<file path="config.mk">
export PLATFORM = sky130hd
export DESIGN_NAME = mem_arbiter
export DESIGN_NICKNAME = d
export VERILOG_FILES = /design/src/rtl/mem_arb_pkg.sv /design/src/rtl/mem_arb_pick.sv /design/src/rtl/mem_arbiter.sv
export SDC_FILE = /design/constraint.sdc
export NUM_CORES = 1
export LEC_CHECK = 0
export ABC_AREA = 0
export BUFFER_PORTS_ARGS = -buffer_cell sky130_fd_sc_hd__buf_2
export CORE_MARGIN = 2
export CORE_UTILIZATION = 46
export CTS_CLUSTER_DIAMETER = 60
export DETAILED_ROUTE_END_ITERATION = 10
export PLACE_DENSITY = 0.84
export SLEW_MARGIN = 15
export SYNTH_ARGS = -nofsm -noshare
export SYNTH_HDL_FRONTEND = slang
export SYNTH_SLANG_ARGS = --single-unit
</file>
<file path="constraint.sdc">
create_clock -name clk -period 2.3 [get_ports clk]
set_input_delay 0.46 -clock clk [delete_from_list [all_inputs] [get_ports clk]]
set_output_delay 0.46 -clock clk [all_outputs]
set_load 0.05 [all_outputs]
</file>
<file path="src/rtl/mem_arb_pkg.sv">
// mem_arb_pkg: shared constants and types for the two-port memory arbiter
// Holds memory stage/op codes, FSM state encoding and the port identifier type.
package mem_arb_pkg;
    localparam logic [2:0] STATE_NONE   = 3'd0;
    localparam logic [2:0] STATE_MEMORY = 3'd4;
    localparam logic [1:0] MEM_READ     = 2'b00;
    localparam logic [1:0] MEM_WRITE    = 2'b01;
    localparam logic [1:0] ST_IDLE      = 2'd0;
    localparam logic [1:0] ST_ISSUE     = 2'd1;
    localparam logic [1:0] ST_RESP      = 2'd2;
    typedef enum logic {PORT_A = 1'b0, PORT_B = 1'b1} port_t;
endpackage

</file>
<file path="src/rtl/mem_arb_pick.sv">
// mem_arb_pick: combinational winner select between requesters A and B
// Ports: a_req/b_req requests in; last (MEM_ARB_RR_EN only) previous grant in;
//        grant winning port out; valid high when any request is present.
// Macro MEM_ARB_RR_EN: round-robin on conflict; otherwise B has fixed priority.
module mem_arb_pick
    import mem_arb_pkg::*;
(
    input  logic  a_req,
    input  logic  b_req,
`ifdef MEM_ARB_RR_EN
    input  port_t last,
`endif
    output port_t grant,
    output logic  valid
);
    always_comb valid = a_req | b_req;
`ifdef MEM_ARB_RR_EN
    always_comb grant = (a_req && b_req) ? ((last == PORT_B) ? PORT_A : PORT_B)
                                         : (b_req ? PORT_B : PORT_A);
`else
    always_comb grant = b_req ? PORT_B : PORT_A;
`endif
endmodule

</file>
<file path="src/rtl/mem_arbiter.sv">
// mem_arbiter: arbitrates fetch port A and load-store port B onto one data memory
// Ports: clk, rst (sync, active-high); a_/b_ req, we, addr, wdata in;
//        a_/b_ rdata, done out; mem_state, mem_op, mem_addr, mem_wdata out;
//        mem_rdata in (registered by memory at the access edge); busy out.
// Macro MEM_ARB_RR_EN: round-robin arbitration; undefined gives B fixed priority.
module mem_arbiter
    import mem_arb_pkg::*;
#(
    parameter int ADDR_W = 8,
    parameter int DATA_W = 8
) (
    input  logic              clk,
    input  logic              rst,
    input  logic              a_req,
    input  logic              a_we,
    input  logic [ADDR_W-1:0] a_addr,
    input  logic [DATA_W-1:0] a_wdata,
    output logic [DATA_W-1:0] a_rdata,
    output logic              a_done,
    input  logic              b_req,
    input  logic              b_we,
    input  logic [ADDR_W-1:0] b_addr,
    input  logic [DATA_W-1:0] b_wdata,
    output logic [DATA_W-1:0] b_rdata,
    output logic              b_done,
    output logic [2:0]        mem_state,
    output logic [1:0]        mem_op,
    output logic [ADDR_W-1:0] mem_addr,
    output logic [DATA_W-1:0] mem_wdata,
    input  logic [DATA_W-1:0] mem_rdata,
    output logic              busy
);
    logic [1:0]        state_q, state_d;
    port_t             win_q, win_d;
    logic              we_q, we_d;
    logic [ADDR_W-1:0] addr_q, addr_d;
    logic [DATA_W-1:0] wdata_q, wdata_d;
    logic [DATA_W-1:0] a_rdata_q, a_rdata_d;
    logic [DATA_W-1:0] b_rdata_q, b_rdata_d;
    port_t             grant;
    logic              req_any;
    logic              issue, resp;
`ifdef MEM_ARB_RR_EN
    port_t             last_q, last_d;
`endif

    mem_arb_pick u_pick (
        .a_req (a_req),
        .b_req (b_req),
`ifdef MEM_ARB_RR_EN
        .last  (last_q),
`endif
        .grant (grant),
        .valid (req_any)
    );

    always_comb begin
        issue     = state_q == ST_ISSUE;
        resp      = state_q == ST_RESP;
        state_d   = ST_IDLE;
        win_d     = win_q;
        we_d      = we_q;
        addr_d    = addr_q;
        wdata_d   = wdata_q;
        a_rdata_d = a_rdata_q;
        b_rdata_d = b_rdata_q;
`ifdef MEM_ARB_RR_EN
        last_d    = last_q;
`endif
        if (state_q == ST_IDLE) begin
            if (req_any) begin
                state_d = ST_ISSUE;
                win_d   = grant;
                we_d    = (grant == PORT_B) ? b_we : a_we;
                addr_d  = (grant == PORT_B) ? b_addr : a_addr;
                wdata_d = (grant == PORT_B) ? b_wdata : a_wdata;
`ifdef MEM_ARB_RR_EN
                last_d  = grant;
`endif
            end
        end else if (issue) begin
            state_d = ST_RESP;
        end else if (resp && !we_q) begin
            a_rdata_d = (win_q == PORT_A) ? mem_rdata : a_rdata_q;
            b_rdata_d = (win_q == PORT_B) ? mem_rdata : b_rdata_q;
        end
    end

    always_ff @(posedge clk) begin
        if (rst) begin
            state_q   <= ST_IDLE;
            win_q     <= PORT_A;
            we_q      <= 1'b0;
            addr_q    <= '0;
            wdata_q   <= '0;
            a_rdata_q <= '0;
            b_rdata_q <= '0;
`ifdef MEM_ARB_RR_EN
            last_q    <= PORT_B;
`endif
        end else begin
            state_q   <= state_d;
            win_q     <= win_d;
            we_q      <= we_d;
            addr_q    <= addr_d;
            wdata_q   <= wdata_d;
            a_rdata_q <= a_rdata_d;
            b_rdata_q <= b_rdata_d;
`ifdef MEM_ARB_RR_EN
            last_q    <= last_d;
`endif
        end
    end

    // Memory data arrives in RESP, so the response is forwarded straight from
    // mem_rdata; a reset landing on RESP suppresses the pending completion.
    always_comb begin
        a_done    = resp && (win_q == PORT_A) && !rst;
        b_done    = resp && (win_q == PORT_B) && !rst;
        a_rdata   = (a_done && !we_q) ? mem_rdata : a_rdata_q;
        b_rdata   = (b_done && !we_q) ? mem_rdata : b_rdata_q;
        mem_state = issue ? STATE_MEMORY : STATE_NONE;
        mem_op    = (issue && we_q) ? MEM_WRITE : MEM_READ;
        mem_addr  = issue ? addr_q : '0;
        mem_wdata = issue ? wdata_q : '0;
        busy      = state_q != ST_IDLE;
    end
endmodule

</file>
==> results by group <==
Outcome
  • Status: complete, but fails checks
  • Violated checks: setup timing

Logic synthesis
  • Synth top area cells: dfxtp_1, mux2i_1, mux2_2
  • Post-synth top flop: dfxtp_1
  • Share of flip-flops with an asynchronous set or reset: 0%
  • Synth cell types: 26
  • Post-synthesis sequential area ratio: slightly below 40%
  • Most frequent cell after synthesis: dfxtp_1
  • Mapped Cells: roughly 180
  • Mean Syn Cell Area: between 10 and 15 um^2
  • Share of the synthesized area in the top cell type: 39.2%
  • Syn. warnings: 0
  • Synthesized area: 1840 um^2
  • Top cells by count, synth: dfxtp_1, a21oi_1, and2_1
  • Post-synth EDFFs: 0
  • Leading area contributor after synthesis: dfxtp_1
  • Synth Register Bits: 36

GRT
  • Largest net degree at the start of global routing: 21
  • Antenna violations before repair: 0
  • First-pass GRT wire length: around 6.9 mm
  • GRT Total Usage: approximately 20%
  • Vias in the first global route: roughly 1,600
  • Final global-route overflow total: 0

Route
  • Residual DRC count: 0
  • ANT nets after route: 0
  • Final WL: roughly 4.3 mm
  • First drt pass iteration count: 4
  • Vias/cell: roughly 5.2
  • Vias after detailed routing: between 1,500 and 2,000
  • Initial DRC Count: 25
  • DR WL/cell: 14.0 um

Setup path
  • CP Data Required Time: around 1.8 ns
  • CP arrival: roughly 1.9 ns
  • Worst Setup Start Kind: flip-flop
  • Worst Path Max Fanout: 12
  • Critical Path End Type: output pin
  • Crit Path Class: flip-flop to output pin

STA
  • Final hold vios: 0
  • Skew final: 0.00240 ns
  • Max-slew violations: 0
  • Slew margin rel.: a little under half
  • Max Clk Rate: between 0.4 and 0.5 GHz
  • Final number of setup-violating endpoints: 7
  • Fin crit share: 102%
  • RSZ-0062 raised after global routing: true
  • Final worst path period need: between 2 and 2.5 ns
  • Worst Tran Pin Value: roughly 0.81 ns
  • Final worst slack: -0.0358 ns

Clock tree
  • Root buffer cell: clkbuf_8
  • Worst-path clk slew: about 0.07 ns
  • CTS max path bufs: 2
  • CTS Buf Count: 5
  • Hold Buf Count CTS: 0
  • H-tree Lvls: 2
  • CTS tree: built
  • Clock tree sinks: 36
  • Worst skew pair latency: 0.27 ns

Cells and area
  • Filler cell count in the final layout: 321
  • Area grow syn2layout: 35.7%
  • Share of cells above drive strength 1: between 50 and 60%
  • Fin nets: just over 300
  • Post-layout instance area: approximately 2500 um^2
  • # diodes: 0
  • Final Util: roughly two thirds
  • Final Non-Filler Cells: 311

Hold path
  • Min-delay worst type: input port to flip-flop

Place
  • GP Congestion: approximately 0.77
  • Placed Cells: 300
  • Port Buffer Count: around 80
  • Post-DP Area: 2290 um^2
  • Dpl ws: -0.0414 ns
  • Dpl hpwl: between 3 and 4 mm

Floorplanning
  • Die width: roughly 67 um
  • IO Pins: 86
  • Core Area: around 3700 um^2
  • Die Y-Extent: around 67 um
  • # rows: 22
  • Die area: approximately 4500 um^2
  • Initial core utilization: 49.2%

Run
  • Max cap viols: 0

Power and ir drop
  • Peak VDD IR: between 0.3 and 0.4 mV
  • Leakage power: 1.23 nW
  • Pwr Density: between 600 and 700 nW/um^2
[cell families (layout without fill, tap and decap cells)]
kind of cell / count (synthesis) / after routing / share of synthesized area (%)
buffers and inverters: 21 / 105 / 7.34
AND/OR/NAND/NOR: 32 / 32 / 11.2
flip-flops: 36 / 36 / 39.2
other: 1 / 3 / 0.204
AO/OA/AOI/OAI: 54 / 54 / 23.0
multiplexers: 33 / 33 / 19.0
[layout by cell type, fill, tap and decap left out, types with 8 or more instances in the layout]
master and instances:
buf_2 74, and2_1 19, dfxtp_1 34, mux2i_1 17, mux2_2 14, a211oi_2 10, a21oi_1 19, buf_4 10
a22o_1 16, buf_6 8
[through the flow]
step / setup TNS [ns] / hold slack, ns / power, mW
floorplan: 0 / 0.435 / 0.986
global placement: -0.000397 / 0.452 / 1.07
detailed placement: -0.264 / 0.455 / 1.08
CTS: -0.253 / 0.436 / 1.68
global route: -0.917 / 0.440 / 1.75
finish: -0.149 / 0.443 / 1.67
[sequential cells by signal (all words and copies together) (netlist names)]
| signal | flops |
|---|---|
| a_rdata_q | 8 |
| addr_q | 8 |
| b_rdata_q | 8 |
| wdata_q | 8 |
| state_q | 2 |
| we_q | 1 |
| win_q | 1 |
[critical path, stage by stage, from the launching register on]
cell and delay [ns]:
dfxtp_2 0.36, or3b_4 0.40, nor3_4 0.17, buf_12 0.16, mux2_2 0.35, buf_6 0.16
[what timing repair did]
item,in CTS,in global routing
endpoints found under the setup margin,16,16
resized for setup,18,2
buffers inserted,1,2
cloned,0,0
[cell type report]
class / count / area (um^2) / share of cell area (%)
Tap cell: 48 / 60.1 / 2.40
Clock buffer: 7 / 96.3 / 3.86
Inverter: 3 / 11.3 / 0.451
Sequential cell: 36 / 723 / 29.0
Clock inverter: 1 / 30.0 / 1.20
Multi-Input combinational cell: 122 / 1000 / 40.1
Timing Repair Buffer: 94 / 576 / 23.0
[power by group]
part	total (mW)	internal, mW	switching, mW	leakage (nW)
Combinational	0.383	0.141	0.241	0.866
Clock	0.589	0.382	0.206	0.0645
Sequential	0.695	0.668	0.0267	0.296
[layer usage]
| metal | GRT usage, % | routed length, um |
|---|---|---|
| met5 | 0 | 0 |
| met4 | 6.63 | 60 |
| met3 | 4.00 | 188 |
| met2 | 36.3 | 2290 |
| met1 | 23.2 | 1800 |
[worst paths after layout]
check | to | cells after the start | slack [ns] | start
setup / recovery | a_rdata[7] | 5 | -0.04 | state_q[1]$_SDFF_PP0_
hold / removal | b_rdata_q[2]$_SDFFE_PP0P_ | 2 | 0.44 | mem_rdata[2]
setup reg to reg | addr_q[1]$_SDFFE_PP0P_ | 3 | 0.79 | state_q[0]$_SDFF_PP0_
hold reg to reg | b_rdata_q[7]$_SDFFE_PP0P_ | 1 | 0.48 | b_rdata_q[7]$_SDFFE_PP0P_
(Power assumes the default switching activity.)
